[src/rtl/bsort_pkg.sv]
// Shared types for the bubble-sort controller: FSM state encoding and the
// write-back data select encoding.
package bsort_pkg;

   typedef enum logic [3:0] {
      StIdle,
      StRdA,
      StLdA,
      StLdB,
      StCmp,
      StWrLo,
      StWrHi,
      StNext,
      StDone
   } state_e;

   // Write-back mux select: which operand register drives memory write data.
   localparam logic WR_SEL_A = 1'b0;
   localparam logic WR_SEL_B = 1'b1;

endpackage

[src/rtl/bubble_sort_ctrl_if.sv]
// Control/memory handshake bundle between the bubble-sort controller and its
// datapath (memory, operand registers, comparator) and host.
interface bubble_sort_ctrl_if #(
   parameter int unsigned ADDR_WIDTH = 3
);
   logic                  start;
   logic                  a_gt_b;
   logic [ADDR_WIDTH-1:0] mem_addr;
   logic                  mem_rd_en;
   logic                  mem_wr_en;
   logic                  wr_sel;
   logic                  ld_a;
   logic                  ld_b;
   logic                  busy;
   logic                  done;

   // Controller side.
   modport master (
      input  start, a_gt_b,
      output mem_addr, mem_rd_en, mem_wr_en, wr_sel, ld_a, ld_b, busy, done
   );

   // Datapath/host side.
   modport slave (
      output start, a_gt_b,
      input  mem_addr, mem_rd_en, mem_wr_en, wr_sel, ld_a, ld_b, busy, done
   );
endinterface

[src/rtl/bsort_loop_cnt.sv]
// Pass (p) and index (j) counters for the bubble sort loop nest.
// advance steps j, or wraps j to 0 and steps p at the end of a pass.
module bsort_loop_cnt #(
   parameter int unsigned N          = 8,
   parameter int unsigned ADDR_WIDTH = $clog2(N)
) (
   input  logic                  clk,
   input  logic                  rst,
   input  logic                  clear,
   input  logic                  advance,
   output logic [ADDR_WIDTH-1:0] j,
   output logic                  end_of_pass,
   output logic                  last_pass
);

   localparam logic [ADDR_WIDTH-1:0] LastIdx = ADDR_WIDTH'(N - 2);

   logic [ADDR_WIDTH-1:0] p_q, p_d;
   logic [ADDR_WIDTH-1:0] j_q, j_d;

   // Pass ends once j reaches the last unsorted pair (N-2-p).
   assign end_of_pass = (j_q == (LastIdx - p_q));
   assign last_pass   = (p_q == LastIdx);
   assign j           = j_q;

   // Next-state for the loop counters.
   always_comb begin
      p_d = p_q;
      j_d = j_q;
      if (clear) begin
         p_d = '0;
         j_d = '0;
      end else if (advance) begin
         if (end_of_pass) begin
            p_d = p_q + ADDR_WIDTH'(1);
            j_d = '0;
         end else begin
            j_d = j_q + ADDR_WIDTH'(1);
         end
      end
   end

   // Counter registers.
   always_ff @(posedge clk or posedge rst) begin
      if (rst) begin
         p_q <= '0;
         j_q <= '0;
      end else begin
         p_q <= p_d;
         j_q <= j_d;
      end
   end

endmodule

[src/rtl/bubble_sort_ctrl.sv]
// Control FSM for an in-place ascending bubble sort over a synchronous-read
// memory. Issues reads into operand registers A/B, checks the comparator flag
// and writes the pair back swapped when A > B (strict, so the sort is stable).
// Optional feature: define BSORT_EARLY_EXIT_EN to finish as soon as a full
// pass makes no swap; otherwise all N-1 passes run and no swap flag exists.
module bubble_sort_ctrl
   import bsort_pkg::*;
#(
   parameter int unsigned N          = 8,
   parameter int unsigned ADDR_WIDTH = $clog2(N)
) (
   input  logic               clk,
   input  logic               rst,
   bubble_sort_ctrl_if.master bus
);

   if (N < 2) begin : gen_n_check
      $error("bubble_sort_ctrl: N must be >= 2");
   end

   state_e                state_q, state_d;
   logic                  cnt_clear;
   logic                  cnt_advance;
   logic                  end_of_pass;
   logic                  last_pass;
   logic                  early_exit;
   logic [ADDR_WIDTH-1:0] j;
   logic [ADDR_WIDTH-1:0] j_plus1;

   assign j_plus1 = j + ADDR_WIDTH'(1);

   bsort_loop_cnt #(
      .N         (N),
      .ADDR_WIDTH(ADDR_WIDTH)
   ) u_loop_cnt (
      .clk        (clk),
      .rst        (rst),
      .clear      (cnt_clear),
      .advance    (cnt_advance),
      .j          (j),
      .end_of_pass(end_of_pass),
      .last_pass  (last_pass)
   );

`ifdef BSORT_EARLY_EXIT_EN
   logic swapped_q, swapped_d;

   // Swap-seen flag: set by any write-back, cleared at sort start and pass wrap.
   always_comb begin
      swapped_d = swapped_q;
      if (state_q == StWrLo) begin
         swapped_d = 1'b1;
      end
      if (cnt_clear || (cnt_advance && end_of_pass)) begin
         swapped_d = 1'b0;
      end
   end

   // Swap-seen flag register.
   always_ff @(posedge clk or posedge rst) begin
      if (rst) begin
         swapped_q <= 1'b0;
      end else begin
         swapped_q <= swapped_d;
      end
   end

   assign early_exit = ~swapped_q;
`else
   assign early_exit = 1'b0;
`endif

   // State register.
   always_ff @(posedge clk or posedge rst) begin
      if (rst) begin
         state_q <= StIdle;
      end else begin
         state_q <= state_d;
      end
   end

   // Next-state and loop-counter control.
   always_comb begin
      state_d     = state_q;
      cnt_clear   = 1'b0;
      cnt_advance = 1'b0;
      unique case (state_q)
         StIdle: begin
            if (bus.start) begin
               state_d   = StRdA;
               cnt_clear = 1'b1;
            end
         end
         StRdA:  state_d = StLdA;
         StLdA:  state_d = StLdB;
         StLdB:  state_d = StCmp;
         StCmp:  state_d = bus.a_gt_b ? StWrLo : StNext;
         StWrLo: state_d = StWrHi;
         StWrHi: state_d = StNext;
         StNext: begin
            if (!end_of_pass) begin
               cnt_advance = 1'b1;
               state_d     = StRdA;
            end else if (last_pass || early_exit) begin
               state_d = StDone;
            end else begin
               cnt_advance = 1'b1;
               state_d     = StRdA;
            end
         end
         StDone: state_d = StIdle;
         default: state_d = StIdle;
      endcase
   end

   // Moore outputs decoded from the current state.
   always_comb begin
      bus.mem_addr  = '0;
      bus.mem_rd_en = 1'b0;
      bus.mem_wr_en = 1'b0;
      bus.wr_sel    = WR_SEL_A;
      bus.ld_a      = 1'b0;
      bus.ld_b      = 1'b0;
      bus.busy      = (state_q != StIdle);
      bus.done      = 1'b0;
      unique case (state_q)
         StRdA: begin
            bus.mem_rd_en = 1'b1;
            bus.mem_addr  = j;
         end
         StLdA: begin
            bus.ld_a      = 1'b1;
            bus.mem_rd_en = 1'b1;
            bus.mem_addr  = j_plus1;
         end
         StLdB: bus.ld_b = 1'b1;
         // Low slot takes the smaller value held in B.
         StWrLo: begin
            bus.mem_wr_en = 1'b1;
            bus.mem_addr  = j;
            bus.wr_sel    = WR_SEL_B;
         end
         StWrHi: begin
            bus.mem_wr_en = 1'b1;
            bus.mem_addr  = j_plus1;
            bus.wr_sel    = WR_SEL_A;
         end
         StDone: bus.done = 1'b1;
         default: ;
      endcase
   end

endmodule

[src/flat_wrapper.sv]
// flat-port wrapper written by rule: the top's interface ports become plain ports
module bubble_sort_ctrl_flat import bsort_pkg::*;
#(
   parameter int unsigned N          = 8,
   parameter int unsigned ADDR_WIDTH = $clog2(N)
)
  (clk, rst, bus_start, bus_a_gt_b, bus_mem_addr, bus_mem_rd_en, bus_mem_wr_en, bus_wr_sel, bus_ld_a, bus_ld_b, bus_busy, bus_done);
  bubble_sort_ctrl_if #(.ADDR_WIDTH(ADDR_WIDTH)) bus_i ();
  input  logic clk;
  input  logic rst;
  input wire logic [$bits(bus_i.start)-1:0] bus_start;
  input wire logic [$bits(bus_i.a_gt_b)-1:0] bus_a_gt_b;
  output wire logic [$bits(bus_i.mem_addr)-1:0] bus_mem_addr;
  output wire logic [$bits(bus_i.mem_rd_en)-1:0] bus_mem_rd_en;
  output wire logic [$bits(bus_i.mem_wr_en)-1:0] bus_mem_wr_en;
  output wire logic [$bits(bus_i.wr_sel)-1:0] bus_wr_sel;
  output wire logic [$bits(bus_i.ld_a)-1:0] bus_ld_a;
  output wire logic [$bits(bus_i.ld_b)-1:0] bus_ld_b;
  output wire logic [$bits(bus_i.busy)-1:0] bus_busy;
  output wire logic [$bits(bus_i.done)-1:0] bus_done;
  assign bus_i.start = bus_start;
  assign bus_i.a_gt_b = bus_a_gt_b;
  assign bus_mem_addr = bus_i.mem_addr;
  assign bus_mem_rd_en = bus_i.mem_rd_en;
  assign bus_mem_wr_en = bus_i.mem_wr_en;
  assign bus_wr_sel = bus_i.wr_sel;
  assign bus_ld_a = bus_i.ld_a;
  assign bus_ld_b = bus_i.ld_b;
  assign bus_busy = bus_i.busy;
  assign bus_done = bus_i.done;
  bubble_sort_ctrl #(.N(N), .ADDR_WIDTH(ADDR_WIDTH)) u_core (.clk(clk), .rst(rst), .bus(bus_i));
endmodule
[config.mk]
export PLATFORM = sky130hd
export DESIGN_NAME = bubble_sort_ctrl_flat
export DESIGN_NICKNAME = d
export VERILOG_FILES = /design/src/rtl/bsort_pkg.sv /design/src/rtl/bubble_sort_ctrl_if.sv /design/src/rtl/bsort_loop_cnt.sv /design/src/rtl/bubble_sort_ctrl.sv /design/src/flat_wrapper.sv
export SDC_FILE = /design/constraint.sdc
export NUM_CORES = 1
export LEC_CHECK = 0
export CAP_MARGIN = 40
export CORE_MARGIN = 3
export CORE_UTILIZATION = 55
export DETAILED_ROUTE_END_ITERATION = 8
export HOLD_SLACK_MARGIN = 0.03
export PLACE_DENSITY = 0.81
export SYNTH_ARGS = -nofsm -noshare
export SYNTH_HDL_FRONTEND = slang
export SYNTH_HIERARCHICAL = 1
export SYNTH_SLANG_ARGS = --single-unit
[constraint.sdc]
create_clock -name clk -period 6.06 [get_ports clk]
set_input_delay 1.212 -clock clk [delete_from_list [all_inputs] [get_ports clk]]
set_output_delay 1.212 -clock clk [all_outputs]
set_load 0.01 [all_outputs]
==> results by group, run 1 <==
Run status
  • Run status: completed

Logic synthesis
  • Cell area after synthesis: just under 900 um^2
  • Top post-synthesis cells by count: 10 x dfrtp_1, 7 x nor2_1, 6 x inv_1
  • Net count after synthesis: 99
  • Synthesis Warnings: 6
  • Sequential cell area fraction in the yosys report: between 20 and 30%
  • Number of enable-type register cells in the synthesized netlist: 0
  • Prevailing post-synth register cell: dfrtp_1
  • Most instantiated library cell after synthesis: dfrtp_1
  • Flop and latch count out of synthesis: 10
  • Largest family of logic cells by synthesized area: simple AND/OR/NAND/NOR gates
  • Post-Synth XOR/XNOR Area: 7.79%
  • Multiplexer fraction of the synthesized cell area: around 5.1%
  • Number of distinct library cells after synthesis: 38
  • Post-synthesis async set-or-reset flop share: 100%
  • Adder-cell share of the synthesized area: between 7 and 8%
  • Compound-gate portion of the synthesized area: approximately an eighth
  • Post-Synth Simple-Gate Area: between 30 and 40%
  • Post-synthesis area per instance: around 9.6 um^2
  • Fraction of post-synthesis cell area in the top cell type by area: between 20% and 30%
  • Cells after synthesis: 90
  • Ranking of synthesized cells by area: dfrtp_1 29%, ha_1 7.2%, nor4bb_1 4.6%, nand3b_1 4.3%, nor2_1 3.0%
  • Dominant cell type by area after synthesis: dfrtp_1

Setup path
  • Cell at the slowest stage of the critical path: dfrtp_1
  • CP delay by family, top: flip-flops
  • Count of buffer and inverter cells on the critical path: 1
  • Critical path class: reg2out
  • Startpoint type of the worst setup path: register
  • Critical path cell sequence: or3b_2, a21oi_1, clkdlybuf4s50_1
  • Required time of the critical path: 4.85 ns
  • Largest fanout of any net on the critical path: 19
  • Critical path data arrival time: between 2 and 2.5 ns
  • Critical path's largest stage delay: 0.66 ns
  • Critical Path Sink Type: primary output

Pwr
  • Static leakage power: about 0.43 nW
  • Total power divided by cell area: 548 nW/um^2
  • Peak supply drop: approximately 0.36 mV

Placement
  • Final RePlAce weighted congestion: about 0.76
  • Detailed-placement wirelength estimate: between 1000 and 1500 um
  • Number of port buffers: 13
  • Number of placed instances, taps included: around 110
  • DP Area: roughly 1000 um^2

CTS
  • Post-CTS Hold Fix Bufs: 0
  • CTS Buf Count: 3
  • Number of H-tree branching levels: 1
  • TritonCTS clock tree: yes
  • Worst-Skew Late Latency: around 0.26 ns
  • Number of sinks driven by the clock tree: 10
  • Count of buffers added by post-CTS timing repair for setup: 0
  • Max Root-Sink Buffers: 2
  • Clock input transition at the sequential cells of the worst setup and hold paths: around 0.070 ns
  • CTS root buf: clkbuf_4
  • Post-cts repair resize count: 0

STA
  • Worst hold slack: between 0.6 and 0.7 ns
  • Top achievable clock speed: roughly 300 MHz
  • Worst rel slew slack: slightly below 60%
  • Accumulated negative setup slack: 0 ns
  • Minimum clock period after layout: 3.33 ns
  • Final Hold Viols: 0
  • Worst Tran Pin Value: a little over 0.6 ns
  • Unrepaired setup endpoints after global routing: false
  • Final setup fails: 0
  • Fin. max-slew vios: 0
  • Worst clock skew: between 0.008 and 0.009 ns
  • Final period utilization: between 50% and 60%

Routing
  • Via density per instance: 6.17
  • Routed wire length per instance: between 15 and 20 um
  • Routed Antenna Nets: 0
  • DRC Markers: 0
  • Vias: between 700 and 800
  • Iter 0 DRT Violations: 15
  • Total wire length: around 1900 um
  • Initial DRT Pass Iterations: 4

Cells and area
  • Post-Route Utilization: 72.9%
  • Final layout net count: between 100 and 150
  • Antenna Diode Count: 0
  • Signed area change from the synthesized netlist to the final layout: 16.3%
  • Final instance area: 1010 um^2
  • Fraction of final layout cells sized beyond drive strength 1: 17.0%
  • Number of standard cells in the layout, taps in and fillers out: between 100 and 150
  • Fill cell count: roughly 100

Hold path
  • Hold/Removal Path Class: reg2reg

Flow run
  • Max cap viols: 0

Floorplanning
  • Die height: around 46 um
  • Number of top-level pins: 14
  • Die area: 2090 um^2
  • Width of the die: 45.7 um
  • Core Box Area: 1380 um^2
  • Number of rows created at floorplan: 13
  • Initial core utilization: a little over three fifths

Global route
  • GRT Resource Usage Total: 21.6%
  • Maximum number of pins on one net before global-route repair: 20
  • Number of global-route vias before repair: roughly 700
  • Antenna violations before repair: 0
  • Global-route wire length before repair: around 3200 um
  • Total congestion overflow: 0
placed cells by master (no fill, tap or decap), drive strengths merged, types with 2 or more instances in the layout:
cell           count
nor3               3
a21oi              5
nor2b              3
xnor2              2
nor2               8
nor4bb             4
clkbuf             4
dfrtp             10
a21bo              2
mux2               3
nor3b              2
nor4b              3
nand3b             5
o22ai              2
inv                6
clkdlybuf4s50     13
nand2              3
ha                 5
xor2               3
worst paths after layout:
check | to | slack (ns) | cells past startpoint | start
max | bus_mem_addr[0] | 2.73 | 3 | u_core/state_q[1]
max in group asynchronous | u_core/u_loop_cnt/p_q[1] | 4.65 | 2 | rst
min reg2reg | u_core/u_loop_cnt/j[1] | 0.64 | 2 | u_core/u_loop_cnt/j[1]
min | u_core/u_loop_cnt/j[1] | 0.64 | 2 | u_core/u_loop_cnt/j[1]
max reg2reg | u_core/u_loop_cnt/j[2] | 3.10 | 8 | u_core/u_loop_cnt/p_q[0]
min in group asynchronous | u_core/state_q[3] | 1.14 | 2 | rst
tightest hold or removal path: cells and delay by family (launching register included):
family | cells | cell delay, ns
flip-flops | 1 | 0.44
buffers and inverters | 1 | 0.08
AO/OA/AOI/OAI | 1 | 0.08
cell type report:
class / instances / area [um^2] / share of cell area (%)
inverter: 6 / 22.5 / 2.23
tap: 15 / 18.8 / 1.86
clock buffer: 4 / 36.3 / 3.60
timing repair buffer: 13 / 130 / 12.9
sequential: 10 / 250 / 24.8
multi-input combinational: 67 / 551 / 54.6
per-layer routing:
| layer | vias to the layer above | global-route usage, % | share of wire, % | wire, um |
|---|---|---|---|---|
| met5 | - | 0 | 0 | 0 |
| met4 | 0 | 10.2 | 2.9 | 56 |
| met3 | 8 | 4.74 | 3.5 | 67 |
| met2 | 17 | 34.5 | 51 | 976 |
| met1 | 343 | 27.6 | 42 | 806 |
| li1 | 341 | - | - | - |
state kept, by name (all words and copies together) (netlist names):
register / count
u_core/state_q: 4
u_core/u_loop_cnt/p_q: 3
u_core/u_loop_cnt/j: 3
power breakdown:
group,internal [mW],switching (mW)
sequential,0.0922,0.0657
clock,0.0364,0.0232
combinational,0.185,0.150
through the flow:
stage / total power, mW / setup WS [ns]
2_1_floorplan: 0.390 / 3.65
4_1_cts: 0.557 / 2.72
5_1_grt: 0.595 / 2.64
6_report: 0.553 / 2.73
3_5_place_dp: 0.491 / 3.01
3_3_place_gp: 0.474 / 3.07
cells by family (layout without fill, tap and decap cells):
family | count (synthesis) | count (layout)
mux | 4 | 4
fa+ha+maj | 5 | 5
compound gates | 14 | 14
xor+xnor | 6 | 6
simple gates | 38 | 38
buf+inv | 13 | 23
flops | 10 | 10
No activity file was read; power rests on OpenSTA's default activity.
==> inputs of run 2 (changes only) <==
--- a/config.mk
+++ b/config.mk
@@ -7,10 +7,10 @@
 export LEC_CHECK = 0
 export CAP_MARGIN = 40
 export CORE_MARGIN = 3
-export CORE_UTILIZATION = 55
+export CORE_UTILIZATION = 47
 export DETAILED_ROUTE_END_ITERATION = 8
 export HOLD_SLACK_MARGIN = 0.03
-export PLACE_DENSITY = 0.81
+export PLACE_DENSITY = 0.73
 export SYNTH_ARGS = -nofsm -noshare
 export SYNTH_HDL_FRONTEND = slang
 export SYNTH_HIERARCHICAL = 1
==> constraint.sdc (replaced) <==
create_clock -name clk -period 2.9 [get_ports clk]
set_input_delay 0.58 -clock clk [delete_from_list [all_inputs] [get_ports clk]]
set_output_delay 0.58 -clock clk [all_outputs]
set_load 0.01 [all_outputs]
==> results by group, run 2 (synthesis results as in run 1) <==
Run status
  • Run status: completed (unchanged)

Flow run
  • Max cap viols: 0 (unchanged)

CTS
  • CTS root buf: clkbuf_4 (unchanged)
  • Count of buffers added by post-CTS timing repair for setup: 0 (unchanged)
  • Post-CTS Hold Fix Bufs: 0 (unchanged)
  • Worst-Skew Late Latency: 0.26 ns (about the same)
  • TritonCTS clock tree: yes (unchanged)
  • Number of H-tree branching levels: 1 (unchanged)
  • Max Root-Sink Buffers: 2 (unchanged)
  • Number of sinks driven by the clock tree: 10 (unchanged)
  • Post-cts repair resize count: 0 (unchanged)
  • Clock input transition at the sequential cells of the worst setup and hold paths: 0.06 ns (was 0.07 ns)
  • CTS Buf Count: 3 (unchanged)

Cells and area
  • Antenna Diode Count: 0 (unchanged)
  • Most flop-heavy register: u_core/state_q (unchanged)
  • Fraction of final layout cells sized beyond drive strength 1: 18.6% (was 17.0%)
  • Post-Route Utilization: 63.8% (was 72.9%)
  • Fill cell count: 145 (was 102)
  • Most common library cell in the layout ignoring fill and taps: clkdlybuf4s50_1 (unchanged)
  • Largest register FFs: 4 (unchanged)
  • Signed area change from the synthesized netlist to the final layout: 18.6% (was 16.3%)
  • Final layout net count: 113 (was 110)
  • Commonest cells after routing, fill and taps aside: 13 x clkdlybuf4s50_1, 10 x dfrtp_1, 7 x nor2_1 (unchanged)

Routing
  • Vias: 703 (was 709)
  • Iter 0 DRT Violations: 15 (unchanged)
  • DRC Markers: 0 (unchanged)
  • Routed Antenna Nets: 0 (unchanged)
  • Routed wire length per instance: 13.3 um (was 16.6 um)
  • Total wire length: 1680 um (was 1910 um)
  • Initial DRT Pass Iterations: 4 (unchanged)
  • Via density per instance: 5.58 (was 6.17)

Setup path
  • Worst setup endpoint: u_core/u_loop_cnt/p_q[1] (was bus_mem_addr[0])
  • Critical path's largest stage delay: 0.42 ns (was 0.66 ns)
  • Required time of the critical path: 3.04 ns (was 4.85 ns)
  • Worst R2R Start: u_core/u_loop_cnt/p_q[0] (unchanged)
  • Beginning of the critical path: u_core/u_loop_cnt/p_q[0] (was u_core/state_q[1])
  • RR Endpoint: u_core/u_loop_cnt/p_q[1] (was u_core/u_loop_cnt/j[2])
  • Largest fanout of any net on the critical path: 5 (was 19)
  • Cell at the slowest stage of the critical path: dfrtp_1 (unchanged)
  • Critical path class: reg2reg (was reg2out)
  • Startpoint type of the worst setup path: register (unchanged)
  • Critical path data arrival time: 2.66 ns (was 2.11 ns)
  • Cell count of the worst reg-to-reg path: 7 (was 8)
  • Critical Path Sink Type: register (was primary output)
  • Critical path cell sequence: inv_1, ha_1, xor2_1, nor3_1, a21oi_1, nor4b_4, mux2_2 (was or3b_2, a21oi_1, clkdlybuf4s50_1)
  • Slack of the worst reg-to-reg path: 0.38 ns (was 3.10 ns)

STA
  • Worst rel slew slack: 61.9% (was 59.5%)
  • Minimum clock period after layout: 2.52 ns
  • Accumulated negative setup slack: 0 ns (unchanged)
  • Worst clock skew: 0.00299 ns (was 0.00845 ns)
  • Final WS setup: 0.379 ns (was 2.73 ns)
  • Worst Tran Pin Value: 0.567 ns (was 0.608 ns)
  • Final period utilization: between 80% and 90%
  • Top achievable clock speed: 397 MHz
  • Fin. max-slew vios: 0 (unchanged)
  • Final setup fails: 0 (unchanged)
  • Final Hold Viols: 0 (unchanged)
  • Unrepaired setup endpoints after global routing: false (unchanged)
  • Worst hold slack: 0.525 ns (was 0.641 ns)

Pwr
  • Final Total Pwr: 1.13 mW (was 553 uW)
  • Peak supply drop: 0.553 mV (was 0.364 mV)
  • Static leakage power: 0.437 nW (was 0.429 nW)
  • Total power divided by cell area: 1100 nW/um^2 (was 548 nW/um^2)

Placement
  • Final RePlAce weighted congestion: 0.737 (was 0.763)
  • Placement-stage worst setup slack: 0.417 ns (was 3.01 ns)
  • Detailed-placement wirelength estimate: 1250 um (was 1400 um)
  • Number of port buffers: 13 (unchanged)

Floorplanning
  • Width of the die: 49.0 um (was 45.7 um)
  • Die area: 2400 um^2 (was 2090 um^2)
  • Die height: 49.0 um (was 45.7 um)
  • Number of rows created at floorplan: 14 (was 13)
  • Number of top-level pins: 14 (unchanged)
  • Initial core utilization: 53.8% (was 62.7%)
  • Core Box Area: 1610 um^2 (was 1380 um^2)

Global route
  • Antenna violations before repair: 0 (unchanged)
  • Total congestion overflow: 0 (unchanged)
  • Maximum number of pins on one net before global-route repair: 16 (was 20)
  • Global-route wire length before repair: 2740 um (was 3190 um)
  • Number of global-route vias before repair: 626 (was 702)
  • GRT Resource Usage Total: 14.2% (was 21.6%)

Hold path
  • Hold/Removal Path Class: in2async (was reg2reg)
==> run 2: changes by cell type in the layout (fill, tap and decap cells not counted) <==
| cell | delta |
|---|---|
| buf_4 | +3 |
| clkbuf_8 | -1 |
==> run 2: where the power goes <==
group / leakage, nW / switching (mW) / internal (mW)
clock network: 0.0138 / 0.0435 / 0.0478
registers: 0.125 / 0.104 / 0.194
logic: 0.298 / 0.333 / 0.411
total: 0.437 / 0.480 / 0.652
==> run 2: layer usage <==
layer  part of all wire, %  global-route usage [%]
met1                    47                    19.8
met2                    47                    21.9
met3                   5.5                    4.59
met4                  0.24                    1.42
met5                     0                       0
==> run 2: cell type report <==
class | instances | area (um^2) | share of cell area [%]
clock buffer | 3 | 22.5 | 2.19
inverter | 6 | 22.5 | 2.19
multi-input combinational | 67 | 551 | 53.5
sequential | 10 | 250 | 24.3
tap | 24 | 30.0 | 2.92
timing repair buffer | 16 | 153 | 14.8
==> run 2: how the worst min path moves through the flow <==
| stage | start | endpoint | slack (ns) | depth (start not counted) |
|---|---|---|---|---|
| after floorplan | rst | u_core/state_q[0] | 0.35 | 1 |
| after global placement | u_core/u_loop_cnt/j[1] | u_core/u_loop_cnt/j[1] | 0.65 | 2 |
| after detailed placement | u_core/u_loop_cnt/j[1] | u_core/u_loop_cnt/j[1] | 0.64 | 2 |
| after CTS | rst | u_core/state_q[2] | 0.52 | 2 |
| after global routing | rst | u_core/state_q[2] | 0.54 | 2 |
| final | rst | u_core/state_q[3] | 0.53 | 2 |
==> run 2: worst max-delay path: cells and delay by family (launching register included) <==
kind	cells	cell delay, ns
AOI/OAI and AO/OA	1	0.31
xor gates and xnor gates	1	0.39
adders and majority gates	1	0.32
buffers and inverters	1	0.08
DFF	1	0.42
muxes	1	0.37
and+or+nand+nor	2	0.51
==> run 2: metrics by stage <==
step	area [um^2]	cells
after floorplan	867	90
after global placement	1010	123
after detailed placement	1010	123
after CTS	1030	126
after global routing	1030	126
final	1030	126
==> inputs of run 3 (changes only) <==
--- a/config.mk
+++ b/config.mk
@@ -8,6 +8,7 @@
 export CAP_MARGIN = 40
 export CORE_MARGIN = 3
 export CORE_UTILIZATION = 47
+export CTS_CLUSTER_SIZE = 14
 export DETAILED_ROUTE_END_ITERATION = 8
 export HOLD_SLACK_MARGIN = 0.03
 export PLACE_DENSITY = 0.73
==> results of run 3 <==
Final layout, timing and power as in run 2 (identical DEF).
